--- config.mk ---
export PLATFORM = sky130hd
export DESIGN_NAME = adc_fifo_64_packetizer_flat
export DESIGN_NICKNAME = d
export VERILOG_FILES = /design/src/rtl/adc_pkt_pkg.sv /design/src/rtl/adc_fifo_64_packetizer_if.sv /design/src/rtl/fifo_read_stage.sv /design/src/rtl/adc_fifo_64_packetizer.sv /design/src/flat_wrapper.sv
export SDC_FILE = /design/constraint.sdc
export NUM_CORES = 1
export LEC_CHECK = 0
export ABC_AREA = 1
export CORE_AREA = 2 2 107 109
export DETAILED_ROUTE_END_ITERATION = 8
export DIE_AREA = 0 0 109 111
export GPL_TIMING_DRIVEN = 0
export PLACE_DENSITY = 0.8
export SLEW_MARGIN = 20
export SYNTH_ARGS = -nofsm -noshare
export SYNTH_HDL_FRONTEND = slang
export SYNTH_SLANG_ARGS = --single-unit
--- constraint.sdc ---
create_clock -name clock -period 4.3 [get_ports clock]
set_clock_uncertainty 0.15 [all_clocks]
set_input_delay 0.645 -clock clock [delete_from_list [all_inputs] [get_ports clock]]
set_output_delay 0.645 -clock clock [all_outputs]
set_load 0.02 [all_outputs]
--- src/rtl/adc_pkt_pkg.sv ---
// Shared definitions for the ADC FIFO packetizer: header magic, header
// field positions, FSM state encoding and the header builder.
package adc_pkt_pkg;

   localparam logic [7:0] HDR_MAGIC     = 8'hA5;
   localparam int         HDR_MAGIC_LSB = 24;
   localparam int         HDR_MODE_BIT  = 16;
   localparam int         HDR_SEQ_LSB   = 0;
   localparam int         HDR_SEQ_W     = 16;

   typedef enum logic [1:0] {
      ST_IDLE    = 2'd0,
      ST_HEADER  = 2'd1,
      ST_PAYLOAD = 2'd2,
      ST_TRAILER = 2'd3
   } pkt_state_t;

   // Header word: magic in the top byte, mode flag, 16-bit sequence number.
   function automatic logic [31:0] make_header(input logic mode, input logic [15:0] seq);
      logic [31:0] hdr;
      hdr = '0;
      hdr[HDR_MAGIC_LSB +: 8]       = HDR_MAGIC;
      hdr[HDR_MODE_BIT]             = mode;
      hdr[HDR_SEQ_LSB +: HDR_SEQ_W] = seq;
      return hdr;
   endfunction

endpackage

--- src/rtl/adc_fifo_64_packetizer_if.sv ---
// 32-bit valid/ready packet stream toward the host communication block.
interface adc_fifo_64_packetizer_if;
   logic [31:0] tx_data;
   logic        tx_valid;
   logic        tx_ready;
   logic        tx_sop;
   logic        tx_eop;

   modport master (output tx_data, output tx_valid, output tx_sop, output tx_eop, input tx_ready);
   modport slave  (input tx_data, input tx_valid, input tx_sop, input tx_eop, output tx_ready);
endinterface

--- src/rtl/fifo_read_stage.sv ---
// Turns normal-mode (1-cycle latency) FIFO reads into a 1-entry
// valid/take holding register. At most one read is in flight, and a new
// read may be issued in the same cycle the held word is taken.
module fifo_read_stage (
   input  logic        clock,
   input  logic        reset,
   output logic        fifo_rdreq,
   input  logic [63:0] fifo_q,
   input  logic        fifo_rdempty,
   output logic [63:0] word,
   output logic        word_valid,
   input  logic        word_take
);

   logic        pending_reg;
   logic        hold_valid_reg;
   logic [63:0] hold_data_reg;
   logic        slot_free;

   assign slot_free  = !pending_reg && (!hold_valid_reg || word_take);
   // Gated by reset so the request line is low for the whole reset pulse.
   assign fifo_rdreq = !reset && !fifo_rdempty && slot_free;
   assign word       = hold_data_reg;
   assign word_valid = hold_valid_reg;

   // Track the in-flight read and capture its data one cycle later.
   always_ff @(posedge clock or posedge reset) begin
      if (reset) begin
         pending_reg    <= 1'b0;
         hold_valid_reg <= 1'b0;
         hold_data_reg  <= '0;
      end else begin
         pending_reg <= fifo_rdreq;
         if (pending_reg) begin
            hold_valid_reg <= 1'b1;
            hold_data_reg  <= fifo_q;
         end else if (word_take) begin
            hold_valid_reg <= 1'b0;
         end
      end
   end

endmodule

--- src/rtl/adc_fifo_64_packetizer.sv ---
// Packetizer for the read side of the 64-bit ADC/averager FIFO.
// Frames averaged samples as header + PAYLOAD_WORDS payload beats on a
// 32-bit valid/ready stream. Atom mode splits each 64-bit word into two
// beats (upper half first); fast mode packs the low 16 bits of two
// consecutive words into one beat (first sample in bits [15:0]).
// Optional: define ADC_PKT_CHECKSUM_EN to append an XOR trailer beat.
module adc_fifo_64_packetizer
   import adc_pkt_pkg::*;
#(
   parameter int PAYLOAD_WORDS = 256,
   parameter int SEQ_BITS      = 16
) (
   input  logic                             clock,
   input  logic                             reset,
   input  logic                             enable,
   input  logic                             atom_nFast,
   output logic                             fifo_rdreq,
   input  logic [63:0]                      fifo_q,
   input  logic                             fifo_rdempty,
   adc_fifo_64_packetizer_if.master         tx,
   output logic                             busy
);

   localparam int CNT_W = $clog2(PAYLOAD_WORDS);

   pkt_state_t          state_reg, state_next;
   logic                mode_reg;
   logic [SEQ_BITS-1:0] seq_reg;
   logic [CNT_W-1:0]    beat_cnt_reg;
   logic                half_reg;
   logic                first_valid_reg;
   logic [15:0]         first_sample_reg;
`ifdef ADC_PKT_CHECKSUM_EN
   logic [31:0]         csum_reg;
`endif

   logic [63:0] word;
   logic        word_valid;
   logic        word_take;
   logic [31:0] payload_data;
   logic        payload_valid;
   logic        last_beat;
   logic        beat_fire;

   fifo_read_stage u_read_stage (
      .clock        (clock),
      .reset        (reset),
      .fifo_rdreq   (fifo_rdreq),
      .fifo_q       (fifo_q),
      .fifo_rdempty (fifo_rdempty),
      .word         (word),
      .word_valid   (word_valid),
      .word_take    (word_take)
   );

   // Fast mode only offers a beat once the first sample of the pair is stashed
   // and the second word is held, so a partial beat is never presented.
   assign payload_data  = mode_reg ? (half_reg ? word[31:0] : word[63:32])
                                   : {word[15:0], first_sample_reg};
   assign payload_valid = mode_reg ? word_valid : (word_valid && first_valid_reg);
   assign last_beat     = (beat_cnt_reg == CNT_W'(PAYLOAD_WORDS - 1));
   assign beat_fire     = (state_reg == ST_PAYLOAD) && payload_valid && tx.tx_ready;
   assign busy          = (state_reg != ST_IDLE);

   // FSM state register.
   always_ff @(posedge clock or posedge reset) begin
      if (reset) state_reg <= ST_IDLE;
      else       state_reg <= state_next;
   end

   // FSM next state, stream outputs and holding-register consumption.
   always_comb begin
      state_next  = state_reg;
      tx.tx_valid = 1'b0;
      tx.tx_data  = '0;
      tx.tx_sop   = 1'b0;
      tx.tx_eop   = 1'b0;
      word_take   = 1'b0;
      case (state_reg)
         ST_IDLE: begin
            if (enable) state_next = ST_HEADER;
         end
         ST_HEADER: begin
            tx.tx_valid = 1'b1;
            tx.tx_sop   = 1'b1;
            tx.tx_data  = make_header(mode_reg, 16'(seq_reg));
            if (tx.tx_ready) state_next = ST_PAYLOAD;
         end
         ST_PAYLOAD: begin
            tx.tx_valid = payload_valid;
            tx.tx_data  = payload_data;
`ifndef ADC_PKT_CHECKSUM_EN
            tx.tx_eop   = payload_valid && last_beat;
`endif
            // Stash the first sample of a fast-mode pair.
            if (!mode_reg && word_valid && !first_valid_reg) word_take = 1'b1;
            if (beat_fire) begin
               // Atom words are released after their lower half goes out.
               if (!mode_reg || half_reg) word_take = 1'b1;
`ifdef ADC_PKT_CHECKSUM_EN
               if (last_beat) state_next = ST_TRAILER;
`else
               if (last_beat) state_next = ST_IDLE;
`endif
            end
         end
`ifdef ADC_PKT_CHECKSUM_EN
         ST_TRAILER: begin
            tx.tx_valid = 1'b1;
            tx.tx_eop   = 1'b1;
            tx.tx_data  = csum_reg;
            if (tx.tx_ready) state_next = ST_IDLE;
         end
`endif
         default: state_next = ST_IDLE;
      endcase
   end

   // Mode latch, beat counting, fast-mode pairing and sequence number.
   always_ff @(posedge clock or posedge reset) begin
      if (reset) begin
         mode_reg         <= 1'b0;
         seq_reg          <= '0;
         beat_cnt_reg     <= '0;
         half_reg         <= 1'b0;
         first_valid_reg  <= 1'b0;
         first_sample_reg <= '0;
      end else begin
         if (state_reg == ST_IDLE && enable) mode_reg <= atom_nFast;
         if (state_reg == ST_HEADER) begin
            beat_cnt_reg    <= '0;
            half_reg        <= 1'b0;
            first_valid_reg <= 1'b0;
         end
         if (state_reg == ST_PAYLOAD && !mode_reg && word_valid && !first_valid_reg) begin
            first_sample_reg <= word[15:0];
            first_valid_reg  <= 1'b1;
         end
         if (beat_fire) begin
            beat_cnt_reg <= beat_cnt_reg + CNT_W'(1);
            if (mode_reg) half_reg        <= !half_reg;
            else          first_valid_reg <= 1'b0;
            if (last_beat) seq_reg <= seq_reg + SEQ_BITS'(1);
         end
      end
   end

`ifdef ADC_PKT_CHECKSUM_EN
   // Running XOR of the payload beats, cleared at each header.
   always_ff @(posedge clock or posedge reset) begin
      if (reset) begin
         csum_reg <= '0;
      end else begin
         if (state_reg == ST_HEADER) csum_reg <= '0;
         else if (beat_fire)         csum_reg <= csum_reg ^ payload_data;
      end
   end
`endif

endmodule

--- src/flat_wrapper.sv ---
// flat-port wrapper written by rule: the top's interface ports become plain ports
module adc_fifo_64_packetizer_flat import adc_pkt_pkg::*;
#(
   parameter int PAYLOAD_WORDS = 256,
   parameter int SEQ_BITS      = 16
)
  (clock, reset, enable, atom_nFast, fifo_rdreq, fifo_q, fifo_rdempty, busy, tx_tx_data, tx_tx_valid, tx_tx_sop, tx_tx_eop, tx_tx_ready);
  adc_fifo_64_packetizer_if tx_i ();
  input  logic clock;
  input  logic reset;
  input  logic enable;
  input  logic atom_nFast;
  output logic fifo_rdreq;
  input  logic [63:0] fifo_q;
  input  logic fifo_rdempty;
  output logic busy;
  output wire logic [$bits(tx_i.tx_data)-1:0] tx_tx_data;
  output wire logic [$bits(tx_i.tx_valid)-1:0] tx_tx_valid;
  output wire logic [$bits(tx_i.tx_sop)-1:0] tx_tx_sop;
  output wire logic [$bits(tx_i.tx_eop)-1:0] tx_tx_eop;
  input wire logic [$bits(tx_i.tx_ready)-1:0] tx_tx_ready;
  assign tx_tx_data = tx_i.tx_data;
  assign tx_tx_valid = tx_i.tx_valid;
  assign tx_tx_sop = tx_i.tx_sop;
  assign tx_tx_eop = tx_i.tx_eop;
  assign tx_i.tx_ready = tx_tx_ready;
  adc_fifo_64_packetizer #(.PAYLOAD_WORDS(PAYLOAD_WORDS), .SEQ_BITS(SEQ_BITS)) u_core (.clock(clock), .reset(reset), .enable(enable), .atom_nFast(atom_nFast), .fifo_rdreq(fifo_rdreq), .fifo_q(fifo_q), .fifo_rdempty(fifo_rdempty), .tx(tx_i), .busy(busy));
endmodule
After elaboration in Yosys (flattened, before gate mapping)
Cells that the tools add are included. W data, S select, Z words.

Memories kept: 0. Flip-flop bits (word level): 111. Latch bits: 0. Bits in read-only memories: 0. Input port bits: 70. Bits in writable memories: 0. Output and inout bits: 37.

Equal/unequal tests: 7. Bitwise gates (word level): 0. Shift-type cells: 0. Reduce and logical (&&, ||, !) cells: 28. $lt $le $gt $ge: 0. Muxes and demuxes: 27. Multiply operators: 0. $add $sub $neg: 2. Div/mod/pow operators: 0.

Operator list (number): $mux W32 (2); $pmux W32 S2 (1); $add A16 B1 Y16 const B (1); $mux W1 (16); $mux W8 (2); $logic_and A1 B1 Y1 (13); $add A8 B1 Y8 const B (1); $eq A8 B8 Y1 const B (1); $mux W2 (4); $logic_not A1 Y1 (7); $pmux W2 S3 (1); $reduce_bool A2 Y1 (3); $ne A2 B1 Y1 const B (2); $ne A2 B2 Y1 const B (2); $reduce_and A4 Y1 (1); $eq A2 B1 Y1 const B (1); $eq A2 B2 Y1 const B (1); $logic_not A2 Y1 (1); $logic_or A1 B1 Y1 (2); $pmux W1 S2 (1); $reduce_and A2 Y1 (1).

Logic depth before layout (Yosys ltp)
Gate-level depths: netlist (run 1).

Depth after elaboration: 10. Mapped depth: 10. Mapped depth without buffers: 10.

By module
A second synthesis (run 1) with hierarchy kept.

Cells, all modules: 793. Area, all modules: 5854.4 sq um.

By module, submodules not included: adc_fifo_64_packetizer (area each 3296.9 sq um, cells an instance 514, instances 1); fifo_read_stage (area each 2557.5 sq um, cells an instance 279, instances 1).

Least setup slack after synthesis (run 1)
Ideal clock, no wire load.

Path type: reg2out. From: register u_core.state_reg[1]. To: output tx_tx_data[12]. Stages on the path, launching flop included: 6. Arrival time: 1.651 ns. Path buffers: 1. Data required time: 3.505 ns. Path slack: 1.854 ns. Cells stage by stage: dfrtp_1 -> inv_1 -> ha_1 -> nand2_1 -> clkbuf_1 -> o21ai_0.

Longest elaborated chain between the ends: 2.

Ends and longest elaborated chain: start, declared (RTL line adc_fifo_64_packetizer.sv:26) `pkt_state_t state_reg, state_next;`; start signal, assigned (RTL line adc_fifo_64_packetizer.sv:68) `else state_reg <= state_next;`; $eq A2 B2 Y1 / $eq A2 B1 Y1 (equally long branches) (RTL line adc_fifo_64_packetizer.sv:79) `case (state_reg)`; $pmux W32 S2 * (RTL line adc_fifo_64_packetizer.sv:79); end, declared (RTL line flat_wrapper.sv:17) `output wire logic [$bits(tx_i.tx_data)-1:0] tx_tx_data;`.

Every way passes the cells marked *; elsewhere a longest branch is shown, timed or not.

Final worst setup path (run 1)
From: register u_core.state_reg[0]. To: output tx_tx_data[4].

The elaborated chain is that of the path after synthesis.

==> impl_summary.md, run 1 <==
Outcome
The run finished with clean final reports.

Die
The I/O pin count is 107. The area of the placeable core is 11,100 um2. The floorplan step defined a die boundary enclosing 12,100 um2.

The initial utilization of the core area, before any placement, comes to 0.512. The die is 111 um tall. The number of core rows is 39. The floorplan step set the die width to 109 um.

STA
The count of pins over their slew limit came to 0. The setup slack after layout is 0.730 ns. The final count of negative-setup-slack endpoints is 0.

Adding up every negative setup slack in the final design gives 0 ns. The final hold violation count was 0. The maximum clock frequency is 0.280 GHz. The smallest hold slack is 0.325 ns. The time the final worst path needs with I/O delays and setup is 3.57 ns. Setup repair after global routing left no endpoint under its margin. The worst slew margin relative to its limit is 0.588. The portion of the clock cycle consumed by the worst path in the final layout is 0.830. For the pin with the worst max-slew slack, the measured transition is 0.618 ns.

Critical path
The destination of the worst register-to-register timing path is u_core.seq_reg[5]$_DFFE_PP0P_. In this run the worst setup path begins at u_core.state_reg[0]$_DFFE_PP0P_. The gate family responsible for the most delay along the worst path is buffers and inverters. The category of the worst setup path launch point is a flip-flop.

Data on the critical path is required at its endpoint by 3.50 ns. The most critical setup path has its endpoint at tx_tx_data[4]. The critical path contains buffers and inverters numbering 4 combined. Setup slack on the worst reg-to-reg path comes out at 2.31 ns. Along the worst path, the maximum fanout reaches 10. The arrival time reported for the critical path endpoint is 2.77 ns. The nature of the critical path endpoint is a primary output. For this design, the slowest cell found on the critical path is sky130_fd_sc_hd__clkdlybuf4s50_1.

The worst setup path is of the flip-flop to primary output kind. The logic depth of the worst register-to-register path is 10. On the worst path, the slowest cell contributes a delay of 0.65 ns. The startpoint of the most critical register-to-register path is u_core.state_reg[0]$_DFFE_PP0P_. The number of cells on the critical path is 8. Walking the worst path, the cells encountered are inv_1 > ha_1 > nand2_1 > inv_1 > buf_1 > nand2_1 > o21ai_0 > clkdlybuf4s50_1.

Clocking
Clock tree synthesis found a total of 111 sinks. The H-tree was split into 3 levels. The clock tree from TritonCTS is yes. The number of gates resized after cts is 0. The number of post-CTS setup repair buffers is 0. The maximum number of buffers from clock root to sink is 2. Counting the buffers created by CTS gives 9.

Clock tree synthesis selected as its root buffer the cell sky130_fd_sc_hd__clkbuf_16. The later pin in the worst-skew pair is clocked with a latency of 0.35 ns. The clock slew at the register clock pins of the worst setup and hold paths is 0.07 ns. For this design, the CTS-stage hold fixing added 0 buffers.

Layout
The area growth from synthesis to layout is 27.4%. The finished cells cover 7220 um2. Measured on the finished design, the core utilization comes to 0.652. Of the cells placed in the final design, the portion with a size suffix greater than 1 is 0.0415. The most frequent standard cell in the layout excluding fill and tap cells is sky130_fd_sc_hd__nand2_1. The library cells used most frequently in the layout, excluding fill and tap cells, are 291 x sky130_fd_sc_hd__nand2_1, 135 x sky130_fd_sc_hd__o21ai_0, 111 x sky130_fd_sc_hd__dfrtp_1. The flip-flop count of the largest register, all copies and words added is 64. The number of antenna cells inserted is 0. The filler-free cell count of the finished design is 1,035. The number of nets in the finished design is 963. After filler insertion, the fill cell instance count of the layout stands at 964.

Logic synthesis
The net count after synthesis is 845. Of the total synthesized cell area, the portion taken by AND, OR, NAND and NOR gates is 0.250. The main combinational cell family by area after synthesis is simple AND/OR/NAND/NOR gates. The number of warning messages in the yosys log is 0.

By area the synthesized netlist is led by sky130_fd_sc_hd__dfrtp_1 49%, sky130_fd_sc_hd__nand2_1 19%, sky130_fd_sc_hd__o21ai_0 12%. The cell area after synthesis is 5670 um2. The fraction of the mapped netlist area in compound gates is 0.155. The post-synthesis sequential area ratio is 0.490. The adder-cell share of the synthesized area is 0.0132.

In this run, synthesis produced a sequential element count of 111. The xor-xnor portion of the synthesized cell area is 0.0108. Of the post-synthesis cell area, the part taken by muxes is 0. The gate count of the mapped netlist is 769.

A synthesized cell averages 7.37 um2. The largest total area in the synthesized netlist belongs to sky130_fd_sc_hd__dfrtp_1. Of the post-synthesis cell area, the dominant cell type holds 0.490. The number of distinct library cells after synthesis is 27.

Detailed routing
After detailed routing, the number of remaining DRC violations is 0. The total vias in the final route is 5,487. After detailed routing, the total wire length is 15.4 mm.

The number of nets still failing antenna checks after routing is 0. After detailed routing, the average wire length per cell comes to 14.9 um. The detailed-route vias per instance is 5.30. In this run, the number of DRC markers left after iteration 0 of detailed routing was 502. The pre-antenna-repair detailed-routing pass consisted of 5 iterations.

Power and ir drop
In this run the power spent charging and discharging nets is 1.86 mW. The cell area power density is 614 nW/um2. Summing internal, switching and leakage power gives 4.44 mW. The power share of the clock group is 0.182. In this run the static leakage power is 3.48 nW. Of the total power, registers draw 0.375. The fraction of power consumed by combinational cells is 0.442. The internal power is 2.58 mW.

The proportion of total power due to net switching is 0.419. The worst vdd rail ir drop is 0.372 mV.

Global route
Entering global routing, the biggest net connects 80 pins. The initial antenna violation count came to 0. For this run the aggregate overflow at the end of global routing stands at 0. The first global-routing pass estimated 25.5 mm of wire. The via count of the first global-routing pass is 5,280. The global-route total usage across every layer is 0.270.

Placed design
The final weighted congestion of routability-driven global placement is 0.901. The wire-length estimate of the detail-placed layout is 11.3 mm. The count of buffers from port buffering is 106. The count of placed standard cells including taps is 1,019. The worst setup slack before clock tree synthesis is 1.08 ns. The post-place instance area is 6940 um2.

Hold path
In this run the worst hold path is classified as flip-flop to flip-flop.

Flow run
Max-cap violations in this run came to 0.
worst min path at each step:
stage | slack [ns] | depth (start not counted) | startpoint | endpoint
floorplan | 0.29 | 2 | u_core.u_read_stage.word[17]$_DFFE_PP0P_ | u_core.u_read_stage.word[17]$_DFFE_PP0P_
global placement | 0.30 | 2 | u_core.u_read_stage.word[18]$_DFFE_PP0P_ | u_core.u_read_stage.word[18]$_DFFE_PP0P_
detailed placement | 0.30 | 2 | u_core.u_read_stage.word[18]$_DFFE_PP0P_ | u_core.u_read_stage.word[18]$_DFFE_PP0P_
CTS | 0.32 | 2 | u_core.u_read_stage.word[18]$_DFFE_PP0P_ | u_core.u_read_stage.word[18]$_DFFE_PP0P_
global route | 0.35 | 2 | u_core.u_read_stage.word[20]$_DFFE_PP0P_ | u_core.u_read_stage.word[20]$_DFFE_PP0P_
finish | 0.32 | 2 | u_core.u_read_stage.word[28]$_DFFE_PP0P_ | u_core.u_read_stage.word[28]$_DFFE_PP0P_
power by group through the flow:
stage	combinational (mW)	sequential, mW	clock (mW)
3_3_place_gp	1.90	1.66	0
6_report	1.96	1.67	0.809
2_1_floorplan	1.21	1.61	0
3_5_place_dp	1.94	1.68	0
4_1_cts	1.95	1.66	0.815
5_1_grt	2.19	1.70	0.853
layout make-up:
class                      count  area (um2)  share of cell area
timing repair buffer         107        1090               0.151
multi-input combinational    543        2440               0.337
clock inverter                 6        50.0             0.00693
tap                          143         179              0.0248
sequential                   111        2780               0.385
clock buffer                  10         229              0.0317
inverter                      77         294              0.0407
buffer                        38         166              0.0230
synth_stat cells (all sizes together):
cell type	n
nand4	7
a22oi	2
nor3	1
or2	2
ha	6
buf	11
nand3	12
o22ai	1
dfrtp	111
nor2	45
a21oi	21
xor2	7
o21ai	144
clkbuf	27
o211ai	2
nand2	292
inv	77
nand3b	1
cell families after synthesis:
family / count (synthesis)
adders and majority gates: 6
AOI/OAI and AO/OA: 170
buffers and inverters: 115
DFF: 111
xor gates and xnor gates: 7
and+or+nand+nor: 360
per-layer routing:
layer | vias to the layer above | wire length [um] | global-route usage | share of wire
met5 | - | 0 | 0 | 0
met1 | 2576 | 6470 | 0.365 | 0.42
met2 | 217 | 7480 | 0.434 | 0.49
met4 | 0 | 436 | 0.102 | 0.028
met3 | 36 | 990 | 0.0470 | 0.064
li1 | 2658 | - | - | -
worst reg2reg max path: cells and delay by family (launching register included):
family,cells,cell delay (ns)
DFF,1,0.40
buffers and inverters,3,0.42
AOI/OAI and AO/OA,1,0.06
adders and majority gates,1,0.24
and+or+nand+nor,5,0.65
(Power assumes the default switching activity.)
==> run 2, diff against run 1 <==
==> constraint.sdc (replaced) <==
create_clock -name clock -period 3.3 [get_ports clock]
set_clock_uncertainty 0.15 [all_clocks]
set_input_delay 0.495 -clock clock [delete_from_list [all_inputs] [get_ports clock]]
set_output_delay 0.495 -clock clock [all_outputs]
set_load 0.02 [all_outputs]
==> impl_summary.md, run 2 (synthesis results as in run 1) <==
Critical path
The arrival time reported for the critical path endpoint is 2.54 ns (-0.23 ns). The category of the worst setup path launch point is a flip-flop. The buffers plus inverters on the worst setup path is 4 (unchanged).

The stage delay of the slowest cell on the critical path came to 0.65 ns (about the same). The required time at the worst-slack endpoint is 2.65 ns (-0.85 ns). STA classifies the critical path endpoint as a primary output. The slowest library cell on the worst path is sky130_fd_sc_hd__clkdlybuf4s50_1.

The gate family responsible for the most delay along the worst path is buffers and inverters. The largest fanout on the critical path came to 10 (unchanged). The slack of the worst reg-to-reg path was 1.34 ns (-0.97 ns).

The category of the critical setup timing path is flip-flop to primary output. Walking the worst path, the cells encountered are inv_1 > ha_1 > nand2_1 > inv_1 > clkbuf_2 > nand2_1 > o21ai_0 > clkdlybuf4s50_1.

Detailed routing
The detailed-route vias per instance is 5.27 (-0.61%). The met2 wire length is 7.53 mm (+0.72%). The number of nets still failing antenna checks after routing is 0 (unchanged).

The routed length on met3 is 1.01 mm (+1.5%). After detailed routing, no signal wire sits above met4. The final routed wire length divided by cell count is 15.1 um (+1.5%). The number of violations reported at the end of detailed-routing iteration 0 was 451 (-10%). The total vias in the final route came to 5,464 (-0.42%).

The post-detailed-routing wire length is 15.6 mm (+1.7%). The number of search-and-repair iterations in the first detailed-routing pass is 5 (unchanged). The length of routed wiring on met1 was 6.57 mm (+1.6%). The number of remaining DRC errors is 0 (unchanged).

Global route
The initial antenna violation count is 0 (unchanged). The global-route total usage across every layer is 0.273 (+0.00239). The overflow left after global routing is 0 (unchanged).

The maximum number of pins on one net before global-route repair is 34 (-57%). The via count of the first global-routing pass is 5,252 (-0.53%). The first-pass GRT wire length is 25.5 mm (+0.11%).

Placed design
The count of placed standard cells including taps came to 1,021 (+0.20%). The count of buffers from port buffering is 106 (unchanged). The final weighted congestion of routability-driven global placement is 0.906 (+0.48%). The half-perimeter wire length of the detailed placement result was 11.6 mm (+2.4%). The worst setup slack before clock tree synthesis came to 0.334 ns (-0.749 ns).

Layout
The filler-free cell count of the finished design is 1,037 (+0.19%). The number of antenna cells inserted came to 0 (unchanged). The number of nets in the finished design was 965 (+0.21%).

Leaving out fill and tap cells, the most frequent cell in the layout is sky130_fd_sc_hd__nand2_1. The area growth from synthesis to layout is 28.7%. The share of layout cells above drive strength 1 is 0.0537 (+0.0122). The share of the core filled with cells is 0.659 (+0.00689). The total of fill cells in the finished design is 962 (-0.21%). The flip-flop count of the largest register, all copies and words added was 64 (unchanged). Leaving out fill and tap cells, the most frequent cells in the layout are 291 x sky130_fd_sc_hd__nand2_1, 134 x sky130_fd_sc_hd__o21ai_0, 110 x sky130_fd_sc_hd__dfrtp_1.

Die
The number of core rows is 39 (unchanged). The die span in x came to 109 um (unchanged). The area of the placeable core was 11,100 um2 (unchanged).

The area of the die is 12,100 um2 (unchanged). The initial core utilization was 0.512 (unchanged). The I/O pin count is 107 (unchanged). The die extent in y is 111 um (unchanged).

Power and ir drop
The worst vdd rail ir drop is 0.402 mV (+8.1%). The fraction of power consumed by combinational cells came to 0.440 (-0.002). The share of power burned in registers is 0.369 (-0.006). The power share of the clock group is 0.191 (+0.009). The leakage dissipation is 3.65 nW (+4.6%).

The internal power is 3.44 mW (+33%). The proportion of total power due to net switching is 0.414 (-0.00489). The cell area power density is 804 nW/um2 (+31%).

The net switching component of the power is 2.43 mW (+31%).

Outcome
The flow ran to the end, and the final reports show no timing, DRC or antenna violations.

STA
The portion of the clock cycle consumed by the worst path in the final layout is 0.965. The slew at the pin with the worst max-slew slack was 0.559 ns (-0.0596 ns). The smallest hold slack is 0.321 ns (-0.00360 ns). The final count of negative-setup-slack endpoints was 0 (unchanged). The setup slack after layout is 0.115 ns (-0.616 ns). Setup repair after global routing left no endpoint under its margin. The worst slew margin relative to its limit came to 0.627 (+0.0397). The final hold violation count is 0 (unchanged). The count of pins over their slew limit is 0 (unchanged). The final total negative setup slack is 0 ns (unchanged). Timing would allow up to 0.314 GHz.

Counting I/O delays and the setup requirement, the final critical path takes 3.19 ns.

Clocking
The maximum number of buffers from clock root to sink was 2 (unchanged). The number of post-CTS setup repair buffers is 0 (unchanged). The clock tree root driver cell is sky130_fd_sc_hd__clkbuf_16. The number of clock sinks is 111 (unchanged). The total of hold buffers inserted after clock tree synthesis was 0 (unchanged).

The clock network latency to the later pin of the worst-skew pair came to 0.35 ns (about the same). The clock slew at the register clock pins of the worst setup and hold paths is 0.07 ns (about the same). The H-tree level count is 3 (unchanged). TritonCTS built the clock tree.

The number of clock buffers inserted by TritonCTS is 9 (unchanged).

Flow run
The reported max-cap violation count was 0 (unchanged).

Hold path
The worst min-delay path category is flip-flop to flip-flop.
## run 2: changes by cell type in the layout (fill, tap and decap cells not counted), sizes merged
cell / change
bufinv: +1
clkbuf: +3
clkdlybuf4s50: -7
dlymetal6s2s: +7
inv: -2
## run 2: path summary, 6_finish.rpt
kind	from	to	cells after the start
min reg2reg	u_core.u_read_stage.word[63]$_DFFE_PP0P_	u_core.u_read_stage.word[63]$_DFFE_PP0P_	2
max	u_core.state_reg[0]$_DFFE_PP0P_	tx_tx_data[8]	8
min	u_core.u_read_stage.word[63]$_DFFE_PP0P_	u_core.u_read_stage.word[63]$_DFFE_PP0P_	2
min in group asynchronous	reset	u_core.u_read_stage.word[62]$_DFFE_PP0P_	2
max reg2reg	u_core.state_reg[0]$_DFFE_PP0P_	u_core.seq_reg[8]$_DFFE_PP0P_	9
max in group asynchronous	reset	u_core.seq_reg[5]$_DFFE_PP0P_	4
## run 2: cell type report
| class | count | area (um2) | share of cell area |
|---|---|---|---|
| buffer | 38 | 178 | 0.0243 |
| clock buffer | 11 | 233 | 0.0319 |
| clock inverter | 5 | 61.3 | 0.00840 |
| inverter | 77 | 293 | 0.0401 |
| multi-input combinational | 543 | 2440 | 0.334 |
| sequential | 111 | 2780 | 0.381 |
| tap | 143 | 179 | 0.0245 |
| timing repair buffer | 109 | 1140 | 0.156 |
## run 2: power groups by stage
stage | clock, mW | combinational (mW) | sequential (mW)
after floorplan | 0 | 1.58 | 2.10
after global placement | 0 | 2.48 | 2.16
after detailed placement | 0 | 2.54 | 2.18
after CTS | 1.13 | 2.56 | 2.16
after global routing | 1.19 | 2.87 | 2.22
final | 1.12 | 2.58 | 2.17
## run 2: stage by stage
stage | total power [mW] | instance area [um2]
floorplan | 3.68 | 5670
global placement | 4.64 | 6910
detailed placement | 4.72 | 6970
CTS | 5.84 | 7270
global route | 6.28 | 7300
finish | 5.87 | 7300
## run 2: per-layer routing
| layer | GRT usage | vias to the layer above |
|---|---|---|
| met4 | 0.103 | 0 |
| met1 | 0.360 | 2508 |
| li1 | - | 2673 |
| met5 | 0 | - |
| met3 | 0.0594 | 43 |
| met2 | 0.438 | 240 |
## run 2: worst min-delay path, stage by stage (launching register included)
cell and delay, ns:
sky130_fd_sc_hd__dfrtp_1 0.34, sky130_fd_sc_hd__nand2_1 0.05, sky130_fd_sc_hd__nand2_1 0.05
## run 2: repair_timing
action | in CTS | in global routing
endpoints found under the setup margin | 6 | 26
endpoints found under the hold margin | 0 | 0
resized for setup | 2 | 21
==> run 3, diff against run 2 <==
--- a/config.mk
+++ b/config.mk
@@ -9,6 +9,7 @@
 export CORE_AREA = 2 2 107 109
 export DETAILED_ROUTE_END_ITERATION = 8
 export DIE_AREA = 0 0 109 111
+export GPL_ROUTABILITY_DRIVEN = 0
 export GPL_TIMING_DRIVEN = 0
 export PLACE_DENSITY = 0.8
 export SLEW_MARGIN = 20
==> results of run 3 <==
Same layout as run 2: the final DEF is identical, and so are final timing and power.
